<file path="src/rtl/bcd_seconds_pkg.sv">
// +----------------------------------------------------------------------+
// | bcd_seconds_pkg: shared types and helpers for the BCD seconds counter  |
// | Revision: 1.0                                                          |
// +----------------------------------------------------------------------+
`default_nettype none

package bcd_seconds_pkg;

  typedef logic [3:0] bcd_digit_t;

  typedef enum logic [1:0] {
    IDLE    = 2'd0,
    RUNNING = 2'd1,
    PAUSED  = 2'd2
  } state_t;

  localparam bcd_digit_t BCD_MAX_DIGIT = 4'd9;

  // Binary value of a two-digit BCD pair; 8 bits covers 15*10+15 for illegal digits.
  function automatic logic [7:0] bcd_value(input bcd_digit_t tens, input bcd_digit_t units);
    return ({4'd0, tens} * 8'd10) + {4'd0, units};
  endfunction

endpackage

`default_nettype wire

</file>
<file path="src/rtl/bcd_seconds_counter_prescaler.sv">
// +----------------------------------------------------------------------+
// | tick_prescaler: divides clk by DIV, flags the terminal count cycle     |
// | Revision: 1.0                                                          |
// +----------------------------------------------------------------------+
`default_nettype none

module tick_prescaler #(
  parameter int DIV = 10
) (
  input  logic clk,
  input  logic rst,
  input  logic enable,
  input  logic clear,
  output logic tick
);

  localparam int W = (DIV > 1) ? $clog2(DIV) : 1;
  localparam logic [W-1:0] C_LAST = W'(DIV - 1);

  logic [W-1:0] r_cnt;
  logic         w_last;

  assign w_last = (r_cnt == C_LAST);
  // Combinational so the parent can register digits and tick on the same edge.
  assign tick   = enable & ~clear & w_last;

  always_ff @(posedge clk) begin
    if (rst) begin
      r_cnt <= '0;
    end else if (clear) begin
      r_cnt <= '0;
    end else if (enable) begin
      r_cnt <= w_last ? '0 : r_cnt + 1'b1;
    end
  end

endmodule

`default_nettype wire

</file>
<file path="src/rtl/bcd_seconds_counter.sv">
// +----------------------------------------------------------------------+
// | bcd_seconds_counter: two-digit BCD up/down seconds counter with        |
// | start/stop, clear and clamped parallel load.                           |
// | Optional: BCD_SECONDS_AUTO_STOP_EN stops at 00 when counting down.     |
// | Revision: 1.0                                                          |
// +----------------------------------------------------------------------+
`default_nettype none

module bcd_seconds_counter
  import bcd_seconds_pkg::*;
#(
  parameter int CLK_HZ    = 50_000_000,
  parameter int TICK_HZ   = 1,
  parameter int MAX_COUNT = 59
) (
  input  logic       clk,
  input  logic       rst,
  input  logic       start_stop,
  input  logic       clear,
  input  logic       dir,
  input  logic       load,
  input  logic [3:0] load_unidades,
  input  logic [3:0] load_decenas,
  output logic [3:0] segundos_unidades,
  output logic [3:0] segundos_decenas,
  output logic       running,
  output logic       tick,
  output logic       wrap
);

  localparam int         DIV         = CLK_HZ / TICK_HZ;
  localparam bcd_digit_t C_MAX_UNITS = 4'(MAX_COUNT % 10);
  localparam bcd_digit_t C_MAX_TENS  = 4'(MAX_COUNT / 10);
  localparam logic [7:0] C_MAX_VAL   = 8'(MAX_COUNT);

  state_t     r_state;
  state_t     w_state_nxt;
  logic       r_start_stop_q;
  logic       r_running;
  logic       r_tick;
  logic       r_wrap;
  bcd_digit_t r_units;
  bcd_digit_t r_tens;

  logic       w_se;
  logic       w_tc;
  logic       w_pre_en;
  logic       w_pre_clr;
  logic       w_auto_stop;
  logic       w_step_wrap;
  bcd_digit_t w_step_units;
  bcd_digit_t w_step_tens;
  logic       w_load_bad;
  bcd_digit_t w_load_units;
  bcd_digit_t w_load_tens;

  assign w_se      = start_stop & ~r_start_stop_q;
  assign w_pre_en  = (r_state == RUNNING);
  assign w_pre_clr = clear | load | (r_state == IDLE);

  tick_prescaler #(
    .DIV (DIV)
  ) u_prescaler (
    .clk    (clk),
    .rst    (rst),
    .enable (w_pre_en),
    .clear  (w_pre_clr),
    .tick   (w_tc)
  );

  // Next digit pair for one count step in the current direction.
  always_comb begin
    w_step_units = r_units;
    w_step_tens  = r_tens;
    w_step_wrap  = 1'b0;
    if (!dir) begin
      if (r_tens == C_MAX_TENS && r_units == C_MAX_UNITS) begin
        w_step_units = 4'd0;
        w_step_tens  = 4'd0;
        w_step_wrap  = 1'b1;
      end else if (r_units == BCD_MAX_DIGIT) begin
        w_step_units = 4'd0;
        w_step_tens  = r_tens + 4'd1;
      end else begin
        w_step_units = r_units + 4'd1;
      end
    end else begin
      if (r_tens == 4'd0 && r_units == 4'd0) begin
        w_step_units = C_MAX_UNITS;
        w_step_tens  = C_MAX_TENS;
        w_step_wrap  = 1'b1;
      end else if (r_units == 4'd0) begin
        w_step_units = BCD_MAX_DIGIT;
        w_step_tens  = r_tens - 4'd1;
      end else begin
        w_step_units = r_units - 4'd1;
      end
    end
  end

`ifdef BCD_SECONDS_AUTO_STOP_EN
  assign w_auto_stop = dir & (r_tens == 4'd0) & (r_units == 4'd1);
`else
  assign w_auto_stop = 1'b0;
`endif

  assign w_load_bad   = (load_unidades > BCD_MAX_DIGIT) || (load_decenas > BCD_MAX_DIGIT) ||
                        (bcd_value(load_decenas, load_unidades) > C_MAX_VAL);
  assign w_load_units = w_load_bad ? C_MAX_UNITS : load_unidades;
  assign w_load_tens  = w_load_bad ? C_MAX_TENS  : load_decenas;

  always_comb begin
    w_state_nxt = r_state;
    if (clear) begin
      w_state_nxt = IDLE;
    end else if (!load) begin
      if (w_se) begin
        case (r_state)
          IDLE:    w_state_nxt = RUNNING;
          RUNNING: w_state_nxt = PAUSED;
          PAUSED:  w_state_nxt = RUNNING;
          default: w_state_nxt = IDLE;
        endcase
      end
      if (w_tc && w_auto_stop) begin
        w_state_nxt = IDLE;
      end
    end
  end

  always_ff @(posedge clk) begin
    if (rst) begin
      r_state        <= IDLE;
      r_start_stop_q <= 1'b0;
      r_running      <= 1'b0;
      r_tick         <= 1'b0;
      r_wrap         <= 1'b0;
      r_units        <= 4'd0;
      r_tens         <= 4'd0;
    end else begin
      r_start_stop_q <= start_stop;
      r_state        <= w_state_nxt;
      r_running      <= (w_state_nxt == RUNNING);
      r_tick         <= 1'b0;
      r_wrap         <= 1'b0;
      if (clear) begin
        r_units <= 4'd0;
        r_tens  <= 4'd0;
      end else if (load) begin
        r_units <= w_load_units;
        r_tens  <= w_load_tens;
      end else if (w_tc) begin
        r_units <= w_step_units;
        r_tens  <= w_step_tens;
        r_tick  <= 1'b1;
        r_wrap  <= w_step_wrap;
      end
    end
  end

  assign segundos_unidades = r_units;
  assign segundos_decenas  = r_tens;
  assign running           = r_running;
  assign tick              = r_tick;
  assign wrap              = r_wrap;

endmodule

`default_nettype wire

</file>
<file path="config.mk">
export PLATFORM = sky130hd
export DESIGN_NAME = bcd_seconds_counter
export DESIGN_NICKNAME = d
export VERILOG_FILES = /design/src/rtl/bcd_seconds_pkg.sv /design/src/rtl/bcd_seconds_counter_prescaler.sv /design/src/rtl/bcd_seconds_counter.sv
export SDC_FILE = /design/constraint.sdc
export NUM_CORES = 1
export LEC_CHECK = 0
export BUFFER_PORTS_ARGS = -buffer_cell sky130_fd_sc_hd__buf_2
export CAP_MARGIN = 0
export CORE_AREA = 2 2 69 71
export CTS_CLUSTER_DIAMETER = 50
export DETAILED_ROUTE_END_ITERATION = 10
export DIE_AREA = 0 0 71 73
export PLACE_DENSITY = 0.77
export SLEW_MARGIN = 10
export SYNTH_ARGS = -nofsm -noshare
export SYNTH_HDL_FRONTEND = slang
export SYNTH_SLANG_ARGS = --single-unit
</file>
<file path="constraint.sdc">
create_clock -name clk -period 3.2 [get_ports clk]
set_input_delay 0.64 -clock clk [delete_from_list [all_inputs] [get_ports clk]]
set_output_delay 0.64 -clock clk [all_outputs]
set_load 0.05 [all_outputs]
</file>
======== Word level (Yosys, flattened, before mapping) ========
Cells that the tools add are included.
storage, ports and cells
  word-level logic and storage cells ...... 73
  input bits .............................. 14
  output and inout port bits .............. 11
  register bits after elaboration ......... 40
cells by class
  bitwise gates (word level) .............. 8
  eq/ne operators ......................... 7
  multiply operators ...................... 1
  add/subtract/negate cells ............... 6
  mux-type cells .......................... 25
  reductions and logical operators ........ 15
  $lt $le $gt $ge ......................... 3
operators by type and width
  kind                   count
  $mux 4                 16
  $add 26x1->26 const B  1
  $eq 26x26->1 const B   1
  $mux 26                1
  $add 4x1->4 const B    2
  $add 8x4->8            1
  $gt 4x4->1 const B     2
  $gt 8x6->1 const B     1
  $logic_not 4->1        2
  $sub 4x1->4 const B    2
  $mul 4x3->7 const B    1
  $mux 2                 3
  $reduce_or 2->1        3
  $eq 2x1->1 const B     2
  $eq 4x3->1 const B     1
  $eq 4x4->1 const B     1
  $mux 1                 4
  $ne 4x1->1 const B     1
  $pmux 2 s2             1
  $reduce_bool 4->1      1
  $reduce_or 4->1        1
  $and 1x1->1            3
  $not 1->1              3
  $reduce_and 3->1       1
  other kinds (7)        10

======== Longest topological paths before layout ========
  depth in word-level cells ............... 7
  mapped depth ............................ 9
  gate-level depth less buffers ........... 9

======== By module ========
Synthesis repeated with hierarchy kept, for this count alone.
second synthesis, totals
  cell total of the unflattened synthesis .. 301
  area, all modules ....................... 2546.2 sq um
by module, submodules not included
  module               area an instance (sq um)  seq. area each (sq um)  times used  cells each
  tick_prescaler       1276.2                    520.5                   1           146
  bcd_seconds_counter  1270.0                    280.3                   1           155

======== Worst setup path before layout ========
No wires, ideal clock.
  path type ............................... input port to flip-flop
  start ................................... input load_decenas[1]
  end ..................................... register r_units[1] (netlist: segundos_unidades[1])
  library setup time ...................... 122 ps
  required time ........................... 3078 ps
  data arrival time ....................... 2864 ps
  setup slack ............................. 214 ps
  stages .................................. 9
  cells stage by stage .................... ha_1 -> ha_1 -> fa_1 -> o21ai_0 -> or3_1 -> o21ai_0 -> o21ai_0 -> and2_1 -> a311o_1
on the way
  cells in the longest elaborated chain, start to end .. 6
  elaborated cells between the ends (all ways) .. 8
  classes of those cells .................. add/sub: 1; mul: 1; order compare: 2; mux: 2; reduce/logical: 2
ends and longest elaborated chain
  what                  RTL line                    source
  start, declared       bcd_seconds_counter.sv:23   input logic [3:0] load_decenas,
  $mul 4x3->7           bcd_seconds_pkg.sv:21       return ({4'd0, tens} * 8'd10) + {4'd0, units};
  $add 8x4->8           bcd_seconds_pkg.sv:21
  $gt 8x6->1            bcd_seconds_counter.sv:108  (bcd_value(load_decenas, load_unidades) > C_MAX_VAL);
  $logic_or 1x1->1 *    bcd_seconds_counter.sv:107  assign w_load_bad = (load_unidades > BCD_MAX_DIGIT) || (load_decenas > BCD_MAX_DIGIT) ||
  $mux 4 *              bcd_seconds_counter.sv:109  assign w_load_units = w_load_bad ? C_MAX_UNITS : load_unidades;
  $mux 4 *              bcd_seconds_counter.sv:149  end else if (load) begin
  end signal, assigned  bcd_seconds_counter.sv:150  r_units <= w_load_units;
  end signal, assigned  bcd_seconds_counter.sv:153  r_units <= w_step_units;
  end, declared         bcd_seconds_counter.sv:42   bcd_digit_t r_units;
Every way passes the cells marked *; elsewhere a longest branch is shown, timed or not.
A chain may end at the register's enable or synchronous reset.

======== Worst setup path after layout ========
  start ................................... input load_decenas[3]
  end ..................................... register r_units[2] (netlist: segundos_unidades[2])
Same word-level chain as after synthesis.

==> metrics.md <==
| Metric | Value |
|---|---|
| Slew headroom | 0.5080 |
| Post-CTS Setup Bufs | 0 |
| Worst Path Arrival | 3.09 ns |
| Final Wtd Congestion | 0.8947 |
| Lkg Pwr | 1.090 nW |
| Detail-routed via count per cell | 5.866 |
| Die footprint | 0.005183 mm² |
| Final Max Tran Viols | 0 |
| Setup slack, reg-to-reg | 0.86 ns |
| Leading cell type in the layout, fill and taps excluded | nor2_1 |
| YS warnings | 0 |
| Total number of H-tree levels | 2 |
| Global-route wire length before repair | 9108 µm |
| Total wire length | 5308 µm |
| Skew-Pair Late Insertion Delay | 0.30 ns |
| Maximum clock path buffer count | 2 |
| Clock Pin Slew Worst Setup and Hold Paths | 0.07 ns |
| Asr flop ratio synth | 0 |
| Critical path required time | 3.39 ns |
| Worst-Margin Slew | 0.7380 ns |
| Fin Setup TNS | 0 ns |
| Max-Cap Viols | 0 |
| Post-CTS Resized | 0 |
| Status | complete, no violations |
| Synth cell types | 56 |
| Total GRT Usage | 0.2178 |
| Sink Count | 40 |
| RR Endpoint | segundos_unidades[1] |
| Worst hold path class | reg -> reg |
| Final setup viols | 0 |
| Fraction of layout cells with a size suffix above 1 | 0.1433 |
| CTS tree | built |
| CP endpoint kind | flip-flop |
| Overflow after GRT | 0 |
| FP Rows | 25 |
| Max incr delay on CP | 0.51 ns |
| Worst setup path end | segundos_unidades[2] |
| CP max stage cell | fa_1 |
| Gr busiest metal | met2 |
| Top cell by count, worst path | o21ai_0 |
| Post-Syn Instances | 302 |
| Met3 Use GR | 0.05939 |
| Num ports | 25 |
| Commonest cells after routing, fill and taps aside | 48 x nor2_1, 40 x dfxtp_1, 24 x buf_2 |
| Final nets | 354 |
| Synth Flop Type | dfxtp_1 |
| Avg WL per Cell | 13.90 µm |
| Largest net degree at the start of global routing | 25 |
| Crit path launch type | input pin |
| Clk_skew | 0.006451 ns |
| Syn avg cell area | 8.294 µm² |
| Antenna-violating nets left | 0 |
| Synth-to-layout area growth | 10.29% |
| Mapped cell area | 0.002505 mm² |
| R2r startpoint | u_prescaler.r_cnt[0] |
| Post-synthesis sequential area ratio | 0.3197 |
| Area of the core | 0.004536 mm² |
| Initial antenna violation count | 0 |
| Critical Setup Path Class | in -> reg |
| Pwr/cell area | 370.1 mW/mm² |
| Final HPWL DP | 4047 µm |
| Post-synthesis register bit count | 40 |
| Number of synthesized flops with an enable pin | 0 |
| Vert. Die Dim | 73 µm |
| Cts bufs inserted | 5 |
| IO Port Bufs | 24 |
| Period utilisation layout | 0.9072 |
| Vias in the first global route | 2,089 |
| Initial core utilization | 0.5523 |
| Maximum vdd drop | 0.0003101 V |
| Final routed DRC violation total | 0 |
| CTS Hold Bufs | 0 |
| Crit-path cells | buf_2 -> ha_1 -> ha_1 -> fa_1 -> o21ai_0 -> or3_1 -> o21ai_0 -> o21ai_0 -> and2_1 -> a311o_1 |
| Drt pass-1 iters | 4 |
| Root Buffer | clkbuf_8 |
| CP Max Fanout | 7 |
| 1st-iter DRT viols | 142 |
| Crit. Startpoint | load_decenas[3] |
| Grt met2 use | 0.3738 |
| Die X | 71 µm |
| Antenna diode count | 0 |
| Met1 Use GR | 0.2602 |
| Final Util | 0.6091 |
| Reg2reg path depth | 7 |
| Syn Nets | 329 |
| Final Hold Fails | 0 |
| Final min period | 2.903 ns |
| Total number of vias | 2,241 |
| Fmax | 344.5 MHz |
| RSZ-0062 raised after global routing | no |
[worst min path at each step]
stage                              start              endpoint  slack [ns]  cells past startpoint
floorplan           u_prescaler.r_cnt[1]  u_prescaler.r_cnt[1]        0.46                      2
global route        u_prescaler.r_cnt[1]  u_prescaler.r_cnt[1]        0.52                      2
detailed placement  u_prescaler.r_cnt[1]  u_prescaler.r_cnt[1]        0.49                      2
finish              u_prescaler.r_cnt[1]  u_prescaler.r_cnt[1]        0.50                      2
global placement    u_prescaler.r_cnt[3]  u_prescaler.r_cnt[3]        0.47                      2
CTS                 u_prescaler.r_cnt[1]  u_prescaler.r_cnt[1]        0.50                      2
[power breakdown]
group          internal, mW  switching (mW)
Combinational        0.0663          0.0979
Sequential            0.503         0.00978
Clock                 0.172           0.173
[layer usage]
metal | share of wire | vias up
met5 | 0 | -
met4 | 0.019 | 0
met3 | 0.035 | 11
met2 | 0.48 | 44
met1 | 0.46 | 1059
li1 | - | 1127
[cell families after synthesis]
| family | synth area share |
|---|---|
| multiplexers | 0.02498 |
| flip-flops | 0.3197 |
| XOR/XNOR | 0.09790 |
| AND/OR/NAND/NOR | 0.3067 |
| buffers and inverters | 0.03896 |
| AO/OA/AOI/OAI | 0.1409 |
| adder cells (fa/ha/maj) | 0.07093 |
[state kept, by name, summed over array words and instances, names as in the netlist]
name / cells
wrap: 1
u_prescaler.r_cnt: 26
segundos_decenas: 4
r_state: 2
tick: 1
r_start_stop_q: 1
segundos_unidades: 4
running: 1
[worst max-delay path: cells and delay by family]
family	cells	cell delay, ns
buffers and inverters	1	0.14
and+or+nand+nor	2	0.55
adders and majority gates	3	1.01
AOI/OAI and AO/OA	4	0.75
[per-stage QoR]
step	total power, mW	worst slack [ns]	hold WS (ns)	area (µm²)	cells
after detailed placement	0.6863	-0.008422	0.4901	2670	374
after CTS	1.031	0.3107	0.5014	2763	382
after global routing	1.074	0.1463	0.5248	2763	382
after floorplan	0.6392	0.2143	0.4590	2505	302
final	1.022	0.2970	0.4963	2763	382
after global placement	0.6836	0.1009	0.4731	2670	374
[synthesized netlist by cell type (8+ instances only)]
cell type   n  area (µm²)
nand4_1    10       62.56
xnor2_1    12       105.1
nand3_1    10       50.05
and3_1     14       87.58
clkbuf_1    8       30.03
nand2_1    17       63.81
a211oi_1    8       60.06
a21oi_1     8       40.04
xor2_1     16       140.1
nor2_1     48       180.2
o21ai_0    10       50.05
ha_1       11       137.6
inv_1      12       45.04
dfxtp_1    40       800.8
[final cells by class]
class / instances / area [µm²]
Clock buffer: 6 / 82.58
Tap cell: 54 / 67.56
Timing Repair Buffer: 28 / 150.1
Inverter: 12 / 45.04
Multi-Input combinational cell: 240 / 1607
Clock inverter: 2 / 10.01
Fill cell: 406 / 1773
Sequential cell: 40 / 800.8
No activity file was read; power rests on OpenSTA's default activity.
